<file path="config.mk">
export PLATFORM = sky130hd
export DESIGN_NAME = alu
export DESIGN_NICKNAME = d
export VERILOG_FILES = /design/src/rtl/cpu_pkg.sv /design/src/rtl/alu_adder.sv /design/src/rtl/alu.sv
export SDC_FILE = /design/constraint.sdc
export NUM_CORES = 1
export LEC_CHECK = 0
export ABC_AREA = 1
export BUFFER_PORTS_ARGS = -buffer_cell sky130_fd_sc_hd__buf_2
export CAP_MARGIN = 0
export CORE_ASPECT_RATIO = 0.5
export CORE_MARGIN = 2
export CORE_UTILIZATION = 45
export CTS_CLUSTER_SIZE = 14
export DETAILED_ROUTE_END_ITERATION = 8
export GPL_ROUTABILITY_DRIVEN = 1
export PLACE_DENSITY = 0.7
export REMOVE_ABC_BUFFERS = 1
export SLEW_MARGIN = 15
export SYNTH_ARGS = -nofsm -noshare
export SYNTH_HDL_FRONTEND = slang
export SYNTH_SLANG_ARGS = --single-unit
</file>
<file path="constraint.sdc">
create_clock -name clk -period 4.8 [get_ports clk]
set_clock_uncertainty 0.2 [all_clocks]
set_input_delay 0.24 -clock clk [delete_from_list [all_inputs] [get_ports clk]]
set_output_delay 0.24 -clock clk [all_outputs]
set_load 0.1 [all_outputs]
</file>
<file path="src/rtl/cpu_pkg.sv">
// cpu_pkg: shared CPU datapath definitions.
//   alu_op_t  - ALUControl encodings (ADD, SUB, AND, ORR)
//   FLAG_*    - bit positions of N, Z, C and V inside a packed NZCV vector
package cpu_pkg;

    typedef enum logic [1:0] {
        ALU_ADD = 2'b00,
        ALU_SUB = 2'b01,
        ALU_AND = 2'b10,
        ALU_ORR = 2'b11
    } alu_op_t;

    localparam int FLAG_N = 3;
    localparam int FLAG_Z = 2;
    localparam int FLAG_C = 1;
    localparam int FLAG_V = 0;

endpackage

</file>
<file path="src/rtl/alu_adder.sv">
// alu_adder: WIDTH-bit adder/subtractor with carry-out and signed overflow.
//   a, b      - operands
//   sub       - 0: a + b, 1: a + ~b + 1 (a - b)
//   sum       - low WIDTH bits of the result, modulo 2^WIDTH
//   carry     - bit WIDTH of the extended sum (ARM not-borrow when subtracting)
//   overflow  - two's-complement signed overflow of the operation
// Outputs are purely combinational.
module alu_adder #(
    parameter int WIDTH = 32
) (
    input  logic [WIDTH-1:0] a,
    input  logic [WIDTH-1:0] b,
    input  logic             sub,
    output logic [WIDTH-1:0] sum,
    output logic             carry,
    output logic             overflow
);

    logic [WIDTH-1:0] b_eff;
    logic [WIDTH:0]   sum_full;

    // Subtraction reuses the adder: invert b and inject the +1 as carry-in.
    assign b_eff    = sub ? ~b : b;
    assign sum_full = {1'b0, a} + {1'b0, b_eff} + {{WIDTH{1'b0}}, sub};

    assign sum   = sum_full[WIDTH-1:0];
    assign carry = sum_full[WIDTH];

    // Overflow when the effective operands share a sign and the result's sign differs.
    assign overflow = ~(a[WIDTH-1] ^ b[WIDTH-1] ^ sub) & (a[WIDTH-1] ^ sum_full[WIDTH-1]);

endmodule

</file>
<file path="src/rtl/alu.sv">
// alu: ARM-style execute-stage ALU.
//   clk         - rising-edge clock, used only by the flag register
//   reset       - asynchronous, active-high; clears FlagsQ
//   SrcA, SrcB  - operands
//   ALUControl  - 00 ADD, 01 SUB, 10 AND, 11 ORR
//   FlagWrite   - when 1, FlagsQ captures {N,Z,C,V} on the next rising clk
//   ALUResult   - combinational result
//   Zero        - ALUResult == 0
//   Negative    - ALUResult[WIDTH-1]
//   Overflow    - signed overflow, arithmetic ops only
//   Carry       - carry-out / not-borrow, arithmetic ops only
//   FlagsQ      - registered {N,Z,C,V}
module alu
    import cpu_pkg::*;
#(
    parameter int WIDTH = 32
) (
    input  logic             clk,
    input  logic             reset,
    input  logic [WIDTH-1:0] SrcA,
    input  logic [WIDTH-1:0] SrcB,
    input  logic [1:0]       ALUControl,
    input  logic             FlagWrite,
    output logic [WIDTH-1:0] ALUResult,
    output logic             Zero,
    output logic             Negative,
    output logic             Overflow,
    output logic             Carry,
    output logic [3:0]       FlagsQ
);

    logic [WIDTH-1:0] sum;
    logic             add_carry;
    logic             add_overflow;
    logic [3:0]       flags_next;

    alu_adder #(
        .WIDTH (WIDTH)
    ) u_adder (
        .a        (SrcA),
        .b        (SrcB),
        .sub      (ALUControl[0]),
        .sum      (sum),
        .carry    (add_carry),
        .overflow (add_overflow)
    );

    always_comb begin
        ALUResult = sum;
        case (alu_op_t'(ALUControl))
            ALU_AND: ALUResult = SrcA & SrcB;
            ALU_ORR: ALUResult = SrcA | SrcB;
            default: ALUResult = sum;
        endcase
    end

    assign Zero     = (ALUResult == '0);
    assign Negative = ALUResult[WIDTH-1];

    // C and V only carry meaning for ADD/SUB; logical ops force them low.
    assign Carry    = ~ALUControl[1] & add_carry;
    assign Overflow = ~ALUControl[1] & add_overflow;

    always_comb begin
        flags_next         = 4'b0000;
        flags_next[FLAG_N] = Negative;
        flags_next[FLAG_Z] = Zero;
        flags_next[FLAG_C] = Carry;
        flags_next[FLAG_V] = Overflow;
    end

    always_ff @(posedge clk or posedge reset) begin
        if (reset) begin
            FlagsQ <= 4'b0000;
        end else if (FlagWrite) begin
            FlagsQ <= flags_next;
        end
    end

endmodule

</file>
# Word level (Yosys, flattened, before mapping)
# Index checks and enable logic that the tools add are counted.
# W data, S select, Z words.
[totals] ff_bits=4 latchBits=0 ramBits=0 mem_bits_ro=0 inputBits=69 out_inout_bits=40 word_cells=19 n_memories=0
[op_classes] addsub=2 multipliers=0 div=0 magnitude_cmp=0 eq_ne=2 n_shift=0 n_mux=2 bitwise_logic=11 reduce_logical=1
[ops] cell="$pmux W32 S2" n=1
[ops] cell="$add A32 B32 Y33" n=1
[ops] cell="$add A33 B1 Y33" n=1
[ops] cell="$and A32 B32 Y32" n=1
[ops] cell="$logic_not A32 Y1" n=1
[ops] cell="$mux W32" n=1
[ops] cell="$not A32 Y32" n=1
[ops] cell="$or A32 B32 Y32" n=1
[ops] cell="$eq A2 B2 Y1 const B" n=2
[ops] cell="$and A1 B1 Y1" n=3
[ops] cell="$xor A1 B1 Y1" n=3
[ops] cell="$not A1 Y1" n=2

# Logic depth before layout (Yosys ltp)
# Gate-level depths: netlist of the first run.
[depth] word_depth=7 ltp_mapped=25 ltp_nobuf=23

# Hierarchy
# From an unflattened synthesis of the first run, not the netlist that was laid out.
[hier_totals] cells_unflattened=720 hier_area_um2=3666.0
[modules_own_cells] mod="alu_adder" n_inst=1 cells_each=405 area_per_inst_um2=2323.5 seq_area_each_um2=0.0
[modules_own_cells] mod="alu" n_inst=1 cells_each=315 area_per_inst_um2=1342.5 seq_area_each_um2=100.1

# Least setup slack after synthesis of the first run
# OpenSTA, ideal clock, no wires.
[synth_path] path_kind="input port to output port" from="in ALUControl[0]" to="out Zero" arrival_ns=4.258 required_time_ns=4.360 path_slack_ns=0.102 stages=17 path_buffers=3 path_cell_list="buf_2 buf_4 buf_2 nor2_1 nor2_1 ha_1 a21oi_1 nand2_1 nand2_1 nand3_1 a21oi_1 nand3_1 nand3_1 nand2_1 nor3_1 nand3_1 nor2_1"
[synth_via] elab_chain_cells=5 word_cells_on_any_way=7 classes_between="2 x add/sub; 2 x eq/ne; 2 x mux; 1 x reduce/logical"
[synth_rtl] item="start, declared" line_no="alu.sv:22" rtl="input logic [1:0] ALUControl,"
[synth_rtl] item="$mux W32" line_no="alu_adder.sv:23" rtl="assign b_eff = sub ? ~b : b;"
[synth_rtl] item="$add A32 B32 Y33" line_no="alu_adder.sv:24" rtl="assign sum_full = {1'b0, a} + {1'b0, b_eff} + {{WIDTH{1'b0}}, sub};"
[synth_rtl] item="$add A33 B1 Y33" line_no="alu_adder.sv:24"
[synth_rtl] item="$pmux W32 S2 (*)" line_no="alu.sv:50" rtl="case (alu_op_t'(ALUControl))"
[synth_rtl] item="named net ALUResult[30]" line_no="alu.sv:24" rtl="output logic [WIDTH-1:0] ALUResult,"
[synth_rtl] item="$logic_not A32 Y1 (*)" line_no="alu.sv:57" rtl="assign Zero = (ALUResult == '0);"
[synth_rtl] item="end, declared" line_no="alu.sv:25" rtl="output logic Zero,"
# The timed path passes the listed nets; every way through them passes the cells marked *.

# Worst setup path after layout of the first run
[layout_path] from="in ALUControl[0]" to="out Zero"
[layout_via] elab_chain_cells=5 word_cells_on_any_way=7 classes_between="2 x add/sub; 2 x eq/ne; 2 x mux; 1 x reduce/logical"
[layout_rtl] item="$mux W32" line_no="alu_adder.sv:23"
[layout_rtl] item="$add A32 B32 Y33" line_no="alu_adder.sv:24"
[layout_rtl] item="$add A33 B1 Y33" line_no="alu_adder.sv:24"
[layout_rtl] item="$pmux W32 S2 (*)" line_no="alu.sv:50"
[layout_rtl] item="$logic_not A32 Y1 (*)" line_no="alu.sv:57"
# Mark *: on every way between the ends. The rest lies on a longest branch, timed or not.

==> flow_summary.toml, run 1 <==
[cells_and_area]
nNetsFinal = 1025
reg.largest.list = "FlagsQ x4"
final_cell_area_sq_mm = 0.00462
syn_to_final_growth_pct = 18.2
layout_common_cells = "nand2_1, nor2_1, inv_1, buf_2, nand3_1"
regArea_sq_um = 100
n_fill_cell = 913
regMostFlops = "FlagsQ"
multi_input_area_sq_mm = 0.00319
largest_reg_flops = 4
drive_gt1_share_pct = 16.7
num_antenna_cells = 0
final_common_cell = "nand2_1"
final_core_util_pct = 56.3

[global_route]
grtUsageTotal_pct = 27.6
grt_first_pass_wirelength_um = 21300
grt_overflow = 0
grt_antenna_before_repair = 0
grt_max_degree = 39
grt_pass1_vias = 4628

[worst_hold_path]
whs_path_depth = 3
hold_path.class = "input port to flip-flop"
worstHoldEndpoint = "FlagsQ[0]"
min_from = "FlagWrite"

[cts]
clkTransAtPathRegs_ns = 0.03
clock-sinks = 4
ctsResizeCount = 0
tritoncts = "yes"
cts_buffers = 3
holdBufCountCts = 1
cts_root_buffer = "clkbuf_16"
clockBufferDepth = 2
cts_htree_levels = 1
worstSkewPairLatency_ns = 0.22
cts_setup_buffers = 0

[setup_path]
startpoint_type = "input port"
cp.required_ns = 4.36
regToRegStartpoint = "FlagsQ[3]"
crit_path_end_kind = "output pin"
reg2regPathDepth = 2
cp_max_fo = 38
crit_type = "input port to output pin"
r2r_end = "FlagsQ[3]"
ff2ff_setup_slack_ns = 3.94
crit_arrival_ns = 3.95

[timing]
finalCritPeriodShare_pct = 91.5
tns_ns = 0
rsz0062_at_grt = "no"
setup_viol = 0
hold_viol = 0
slew_violations = 0
fmaxAchievable_ghz = 0.228
layout_min_cycle_time_ns = 4.39
worst_pin_slew_ns = 0.682
fin_ws_ns = 0.406
max-slew-margin-rel_pct = 54.5

[placed_design]
place_hpwl_um = 11200
dp_worst_setup_slack_ns = 0.466
port_buffers = 108
placed_area_sq_mm = 0.00453
gp_congestion = 1.00

[routing]
routedWlPerCell_um = 12.8
drt_pre_antenna_iters = 5
drc = 0
via_per_inst = 4.99
routed_wirelength_um = 13100
ant_nets = 0
drtIter0Drc = 406
via_count = 5143

[floorplanning]
die_w_um = 136
die_h_um = 69.9
num_rows = 23
core_area_sq_mm = 0.00820
die_area_sq_mm = 0.00949
io_pins = 109
initial_core_util_pct = 47.6

[synthesis]
yosysSeqAreaShare_pct = 2.56
synth_flop_cell = "dfrtp_1"
yosys_warnings = 0
syn_avg_cell_area_sq_um = 4.78
syn_area_sq_mm = 0.00391
synth_edf_count = 0
async_flop_share_pct = 100
syn_inst = 818
yosys_register_bits = 4
yosysUniqueCellTypes = 34

[power_and_ir_drop]
p_total_mw = 1.17
p_per_area_mw_per_mm2 = 253
leakagePower_nw = 2.96
ir_worst_vdd_v = 0.000125

[status]
run_status = "completed"

[job]
cap_violations = 0
-- per-layer routing --
| layer | wire length (um) | vias up | global-route usage [%] |
|---|---|---|---|
| met4 | 233 | 0 | 6.13 |
| met5 | 0 | - | 0 |
| li1 | - | 2738 | - |
| met1 | 6180 | 2188 | 37.7 |
| met3 | 1180 | 24 | 4.87 |
| met2 | 5540 | 193 | 45.2 |
-- through the flow --
| stage | hold slack, ns | cells |
|---|---|---|
| floorplan | -0.194 | 803 |
| global placement | -0.0803 | 1026 |
| detailed placement | -0.0750 | 1026 |
| CTS | 0.0714 | 1030 |
| global route | 0.0962 | 1030 |
| finish | 0.0639 | 1030 |
-- cell type report --
class	instances	area share (%)
well taps	112	3.03
flip-flops and latches	4	2.17
multi-input cells	654	69.0
inverters	145	11.8
clock buffers	3	1.63
repair buffers	112	12.4
-- power by group --
group / internal, mW / total (mW) / switching [mW]
Clock: 0.107 / 0.131 / 0.0246
Sequential: 0.0374 / 0.0392 / 0.00182
Combinational: 0.229 / 0.998 / 0.769
Total: 0.373 / 1.17 / 0.796
-- worst max-delay path, stage by stage --
cell and delay [ns]:
buf_2 0.53, buf_4 0.33, nor2_1 0.07, inv_1 0.07, nand2_1 0.09, fa_1 0.39, inv_1 0.13, nand3_1 0.08
nand3_1 0.14, nand2_1 0.07, nand2_1 0.16, xor2_1 0.10, nand2_1 0.06, nand2_1 0.16, nor2_1 0.13, nand2_1 0.06
nor2_1 0.18, nand3_1 0.11, nor2_1 0.15, nand3_1 0.09, nor2_1 0.14, buf_2 0.45
-- worst max-delay path by stage --
stage	from	endpoint	slack [ns]	depth (start not counted)
3_3_place_gp	ALUControl[0]	Zero	0.52	22
2_1_floorplan	ALUControl[0]	Zero	0.08	16
4_1_cts	ALUControl[0]	Zero	0.47	22
3_5_place_dp	ALUControl[0]	Zero	0.47	22
6_report	ALUControl[0]	Zero	0.41	22
5_1_grt	ALUControl[0]	Zero	0.12	22
-- Yosys cell counts (2+ instances only) --
cell type | number | area share [%]
o21ai_1 | 3 | 0.38
o21bai_1 | 2 | 0.38
nor2_2 | 4 | 0.64
buf_1 | 2 | 0.19
ha_1 | 35 | 11
nand4_1 | 9 | 1.4
buf_4 | 2 | 0.38
o21ai_0 | 40 | 5.1
nand3b_1 | 6 | 1.2
and2_1 | 2 | 0.32
buf_2 | 10 | 1.3
or2_1 | 2 | 0.32
inv_1 | 137 | 13
nand3_2 | 4 | 1.0
nor2_1 | 146 | 14
nand3_1 | 66 | 8.5
dfrtp_1 | 4 | 2.6
nor3_1 | 8 | 1.0
nand2_1 | 268 | 26
nor3_2 | 5 | 1.3
xor2_1 | 6 | 1.3
a21oi_2 | 2 | 0.45
nand2_2 | 15 | 2.4
a21oi_1 | 24 | 3.1
inv_2 | 7 | 0.67
-- logic make-up after synthesis --
family	Yosys count	share of synthesized area (%)
XOR/XNOR	6	1.35
buffers and inverters	160	15.9
AND/OR/NAND/NOR	537	58.3
flip-flops	4	2.56
adder cells (fa/ha/maj)	36	11.7
AO/OA/AOI/OAI	75	10.2
No activity file was read; power rests on OpenSTA's default activity.
==> inputs of run 2 (changes only) <==
--- a/config.mk
+++ b/config.mk
@@ -10,11 +10,10 @@
 export CAP_MARGIN = 0
 export CORE_ASPECT_RATIO = 0.5
 export CORE_MARGIN = 2
-export CORE_UTILIZATION = 45
+export CORE_UTILIZATION = 40
 export CTS_CLUSTER_SIZE = 14
 export DETAILED_ROUTE_END_ITERATION = 8
 export GPL_ROUTABILITY_DRIVEN = 1
-export PLACE_DENSITY = 0.7
 export REMOVE_ABC_BUFFERS = 1
 export SLEW_MARGIN = 15
 export SYNTH_ARGS = -nofsm -noshare
==> run 2 against run 1 <==
Final cell count up 2.3%. Die area is 12% higher. Design area up 0.79%.
==> flow_summary.toml, run 2 (synthesized netlist as in run 1, its figures left out) <==
[status]
run_status = "completed"

[setup_path]
cp_max_fo = 17
reg2regPathDepth = 2
cp_slowest_cell = "buf_2"
startpoint_type = "input port"
regToRegStartpoint = "FlagsQ[0]"
cp.required_ns = 4.36
slowest_delay_ns = 0.44
crit_buf_inv = 5
crit_path_end_kind = "output pin"
crit_type = "input port to output pin"
crit_cells = 22
crit_arrival_ns = 3.61
startpoint = "ALUControl[0]"
cp_top_family = "simple AND/OR/NAND/NOR gates"
ff2ff_setup_slack_ns = 3.95
cp_cell_sequence = "buf_2 > buf_4 > nor2_1 > inv_1 > nand2_1 > fa_1 > inv_1 > nand3_1 > nand3_1 > nand2_1 > nand2_1 > nand3_1 > nand2_1 > nand2_1 > nand3_1 > nand2_1 > nor2_1 > nand3_1 > nor2_1 > nand3_1 > nor2_1 > buf_2"
r2r_end = "FlagsQ[0]"
crit_end = "Zero"

[cts]
tritoncts = "yes"
cts_setup_buffers = 0
cts_htree_levels = 1
clock-sinks = 4
clockBufferDepth = 2
clkTransAtPathRegs_ns = 0.03
cts_buffers = 3
worstSkewPairLatency_ns = 0.23
cts_root_buffer = "clkbuf_16"

[floorplanning]
initial_core_util_pct = 41.2
die_area_sq_mm = 0.0106
core_area_sq_mm = 0.00948
num_rows = 25
die_h_um = 73.9
die_w_um = 144
io_pins = 109

[placed_design]
gp_congestion = 0.971
place_hpwl_um = 11300
placed_area_sq_mm = 0.00457
port_buffers = 108

[worst_hold_path]
hold_path.class = "input port to flip-flop"
min_from = "FlagWrite"

[timing]
setup_viol = 0
hold_viol = 0
fmaxAchievable_ghz = 0.247
slew_violations = 0
max-slew-margin-rel_pct = 51.1
layout_min_cycle_time_ns = 4.05
tns_ns = 0
rsz0062_at_grt = "no"
worst_pin_slew_ns = 0.732
finalCritPeriodShare_pct = 84.3

[cells_and_area]
syn_to_final_growth_pct = 19.2
num_antenna_cells = 0
layout_common_cells = "nand2_1, nor2_1, inv_1, buf_2, nand3_1"
final_common_cell = "nand2_1"
reg.largest.list = "FlagsQ x4"
largest_reg_flops = 4
final_cell_area_sq_mm = 0.00465
regMostFlops = "FlagsQ"
drive_gt1_share_pct = 16.8
final_core_util_pct = 49.1
nNetsFinal = 1026

[routing]
drtIter0Drc = 368
drc = 0
routed_wirelength_um = 13100
ant_nets = 0
drt_pre_antenna_iters = 6
via_count = 5112
via_per_inst = 4.85
routedWlPerCell_um = 12.4

[global_route]
grt_most_used_layer = "met2"
grt_pass1_vias = 4386
grtUsageTotal_pct = 24.3
grt_max_degree = 38
grt_use_met1_pct = 35.6
grt_use_met2_pct = 41.2
grt_antenna_before_repair = 0
grt_first_pass_wirelength_um = 20600
use_met3_pct = 1.50
grt_overflow = 0

[power_and_ir_drop]
p_per_area_mw_per_mm2 = 251
leakagePower_nw = 2.96
ir_worst_vdd_v = 0.000127
p_total_mw = 1.17

[job]
cap_violations = 0
[run 2: cell types whose count changed in the layout (fill, tap and decap cells not counted), sizes merged]
cell / delta
buf: +1
[run 2: power breakdown]
part / total, mW / switching [mW] / internal [mW]
combinational: 0.998 / 0.769 / 0.229
sequential: 0.0396 / 0.00220 / 0.0374
clock: 0.132 / 0.0252 / 0.107
[run 2: per-layer routing]
metal | vias up | wire, um
met5 | - | 0
met4 | 0 | 66
met3 | 7 | 788
met2 | 143 | 5610
met1 | 2231 | 6650
li1 | 2731 | -
[run 2: worst min path at each step]
stage / slack [ns] / cells past startpoint / end
6_report: 0.07 / 3 / FlagsQ[1]
3_5_place_dp: -0.08 / 2 / FlagsQ[1]
5_1_grt: 0.11 / 3 / FlagsQ[1]
4_1_cts: 0.08 / 3 / FlagsQ[1]
3_3_place_gp: -0.07 / 2 / FlagsQ[0]
2_1_floorplan: -0.19 / 1 / FlagsQ[0]
[run 2: metrics by stage]
stage	worst slack [ns]	hold slack, ns	instances
after floorplan	0.0845	-0.194	803
after global placement	0.786	-0.0748	1050
after detailed placement	0.808	-0.0751	1050
after CTS	0.768	0.0758	1054
after global routing	0.516	0.113	1054
final	0.755	0.0693	1054
[run 2: what timing repair did]
item | 4_1_cts | 5_1_grt
hold endpoints to repair | 4 | 0
hold buffers | 1 | 0
resized for setup | 0 | 0
[run 2: area by class of cell]
| type | count | area [sq um] |
|---|---|---|
| inverters | 145 | 544 |
| fillers | 1137 | 4820 |
| flip-flops and latches | 4 | 100 |
| clock buffers | 3 | 75.1 |
| well taps | 135 | 169 |
| multi-input cells | 654 | 3190 |
| repair buffers | 113 | 581 |
[run 2: worst reg2reg max path, stage by stage (launching register included)]
cell     delay (ns)
dfrtp_1        0.38
nand2_1        0.07
nand2_1        0.07
==> inputs of run 3 (changes only) <==
==> constraint.sdc (replaced) <==
create_clock -name clk -period 4.24 [get_ports clk]
set_clock_uncertainty 0.2 [all_clocks]
set_input_delay 0.212 -clock clk [delete_from_list [all_inputs] [get_ports clk]]
set_output_delay 0.212 -clock clk [all_outputs]
set_load 0.1 [all_outputs]
==> run 3 against run 2 <==
Final cell count increased by 0.28%. Critical path depth unchanged. Total power increased by 13%. Hold slack got worse by 0.031 ns. First-iteration DRC count decreased by 17%. Register-to-register slack got worse by 0.53 ns. Utilization increased by 0.42 points. Non-clock buffer count increased by 3. Die area unchanged. Critical path type unchanged. Critical endpoint unchanged. Largest cell class unchanged. Largest power group unchanged.
==> flow_summary.toml, run 3 (synthesized netlist as in run 1, its figures left out) <==
[timing]
layout_min_cycle_time_ns = 3.84
fmaxAchievable_ghz = 0.260
hold_viol = 0
rsz0062_at_grt = "no"
worst_pin_slew_ns = 0.632
tns_ns = 0
max-slew-margin-rel_pct = 57.8
finalCritPeriodShare_pct = 90.7
hold_slack_ns = 0.0387
slew_violations = 0
setup_viol = 0

[routing]
routed_wirelength_um = 13200
drc = 0
via_per_inst = 4.79
routedWlPerCell_um = 12.5
via_count = 5066
drt_pre_antenna_iters = 5
ant_nets = 0
drtIter0Drc = 304

[floorplanning]
num_rows = 25
die_area_sq_mm = 0.0106
initial_core_util_pct = 41.2
die_h_um = 73.9
io_pins = 109
core_area_sq_mm = 0.00948
die_w_um = 144

[cells_and_area]
reg.largest.list = "FlagsQ x4"
final_common_cell = "nand2_1"
regMostFlops = "FlagsQ"
num_antenna_cells = 0
largest_reg_flops = 4
layout_common_cells = "nand2_1, nor2_1, inv_1, buf_2, nand3_1"
nNetsFinal = 1029
n_fill_cell = 1078
multi_input_area_sq_mm = 0.00319
syn_to_final_growth_pct = 20.2
drive_gt1_share_pct = 17.0
regArea_sq_um = 100

[setup_path]
cp.required_ns = 3.83
startpoint_type = "input port"
path_common_cell = "nand2_1"
startpoint = "ALUControl[0]"
cp_slowest_cell = "fa_1"
ff2ff_setup_slack_ns = 3.42
cp_cell_sequence = "clkbuf_4 > buf_4 > nor2_1 > inv_1 > nand2_1 > fa_1 > inv_1 > nand3_1 > nand3_1 > nand2_1 > nand2_1 > xor2_1 > nand2_1 > nand2_1 > nor2_1 > nand2_1 > nor2_1 > nand3_1 > nor2_1 > nand3_1 > nor2_1 > buf_12"
crit_path_end_kind = "output pin"
crit_end = "Zero"
regToRegStartpoint = "FlagsQ[3]"
reg2regPathDepth = 2
crit_type = "input port to output pin"
cp_max_fo = 32
slowest_delay_ns = 0.39
crit_arrival_ns = 3.43
r2r_end = "FlagsQ[3]"

[global_route]
grt_max_degree = 33
grt_overflow = 0
grt_pass1_vias = 4345
grt_first_pass_wirelength_um = 20400
grtUsageTotal_pct = 24.5
grt_antenna_before_repair = 0

[cts]
cts_setup_buffers = 0
cts_buffers = 3
worstSkewPairLatency_ns = 0.22
cts_htree_levels = 1
cts_root_buffer = "clkbuf_16"
tritoncts = "yes"
clkTransAtPathRegs_ns = 0.03
clockBufferDepth = 2
clock-sinks = 4

[power_and_ir_drop]
leakagePower_nw = 2.98
ir_worst_vdd_v = 0.000131
p_per_area_mw_per_mm2 = 282

[status]
run_status = "completed"

[placed_design]
gp_congestion = 0.931
port_buffers = 108
place_hpwl_um = 11500

[job]
cap_violations = 0

[worst_hold_path]
hold_path.class = "input port to flip-flop"
run 3: worst min path at each step:
stage | cells past startpoint | startpoint | slack [ns] | endpoint
6_report | 3 | FlagWrite | 0.04 | FlagsQ[0]
5_1_grt | 3 | FlagWrite | 0.06 | FlagsQ[0]
4_1_cts | 3 | FlagWrite | 0.04 | FlagsQ[0]
3_5_place_dp | 2 | reset | -0.10 | FlagsQ[0]
3_3_place_gp | 2 | reset | -0.10 | FlagsQ[3]
2_1_floorplan | 1 | reset | -0.22 | FlagsQ[0]
run 3: power by group:
group	switching, mW	total, mW	internal (mW)
registers	0.00181	0.0442	0.0424
logic	0.869	1.13	0.262
clock network	0.0269	0.147	0.120
run 3: worst max-delay path, delay by kind of cell:
family | cells | cell delay, ns
and+or+nand+nor | 15 | 1.72
adders and majority gates | 1 | 0.39
buffers and inverters | 5 | 0.98
xor gates and xnor gates | 1 | 0.10
run 3: metrics by stage:
stage / utilization (%) / total power [mW] / std cells / setup WS (ns) / cell area, sq um
after detailed placement: 48.6 / 1.17 / 1053 / 0.219 / 4610
after global placement: 48.6 / 1.17 / 1053 / 0.271 / 4610
final: 49.5 / 1.32 / 1057 / 0.395 / 4690
after global routing: 49.5 / 1.43 / 1057 / 0.0261 / 4690
after floorplan: - / 0.926 / 803 / -0.420 / 3830
after CTS: 49.5 / 1.32 / 1057 / 0.214 / 4690
run 3: routing by layer:
| layer | up-vias | wire length [um] | track usage [%] |
|---|---|---|---|
| li1 | 2739 | - | - |
| met1 | 2183 | 6760 | 36.2 |
| met2 | 131 | 5490 | 39.9 |
| met3 | 13 | 797 | 0.978 |
| met4 | 0 | 155 | 4.58 |
| met5 | - | 0 | 0 |
run 3: area by class of cell:
cell class / instances / share of cell area [%]
Sequential cell: 4 / 2.13
Clock buffer: 3 / 1.60
Tap cell: 135 / 3.60
Inverter: 145 / 11.6
Multi-Input combinational cell: 654 / 67.9
Timing Repair Buffer: 116 / 13.2
run 3: what timing repair did:
item | CTS | global route
endpoints found under the hold margin | 4 | 0
endpoints found under the setup margin | 0 | 1
hold buffers | 1 | 0
resized for setup | 0 | 1
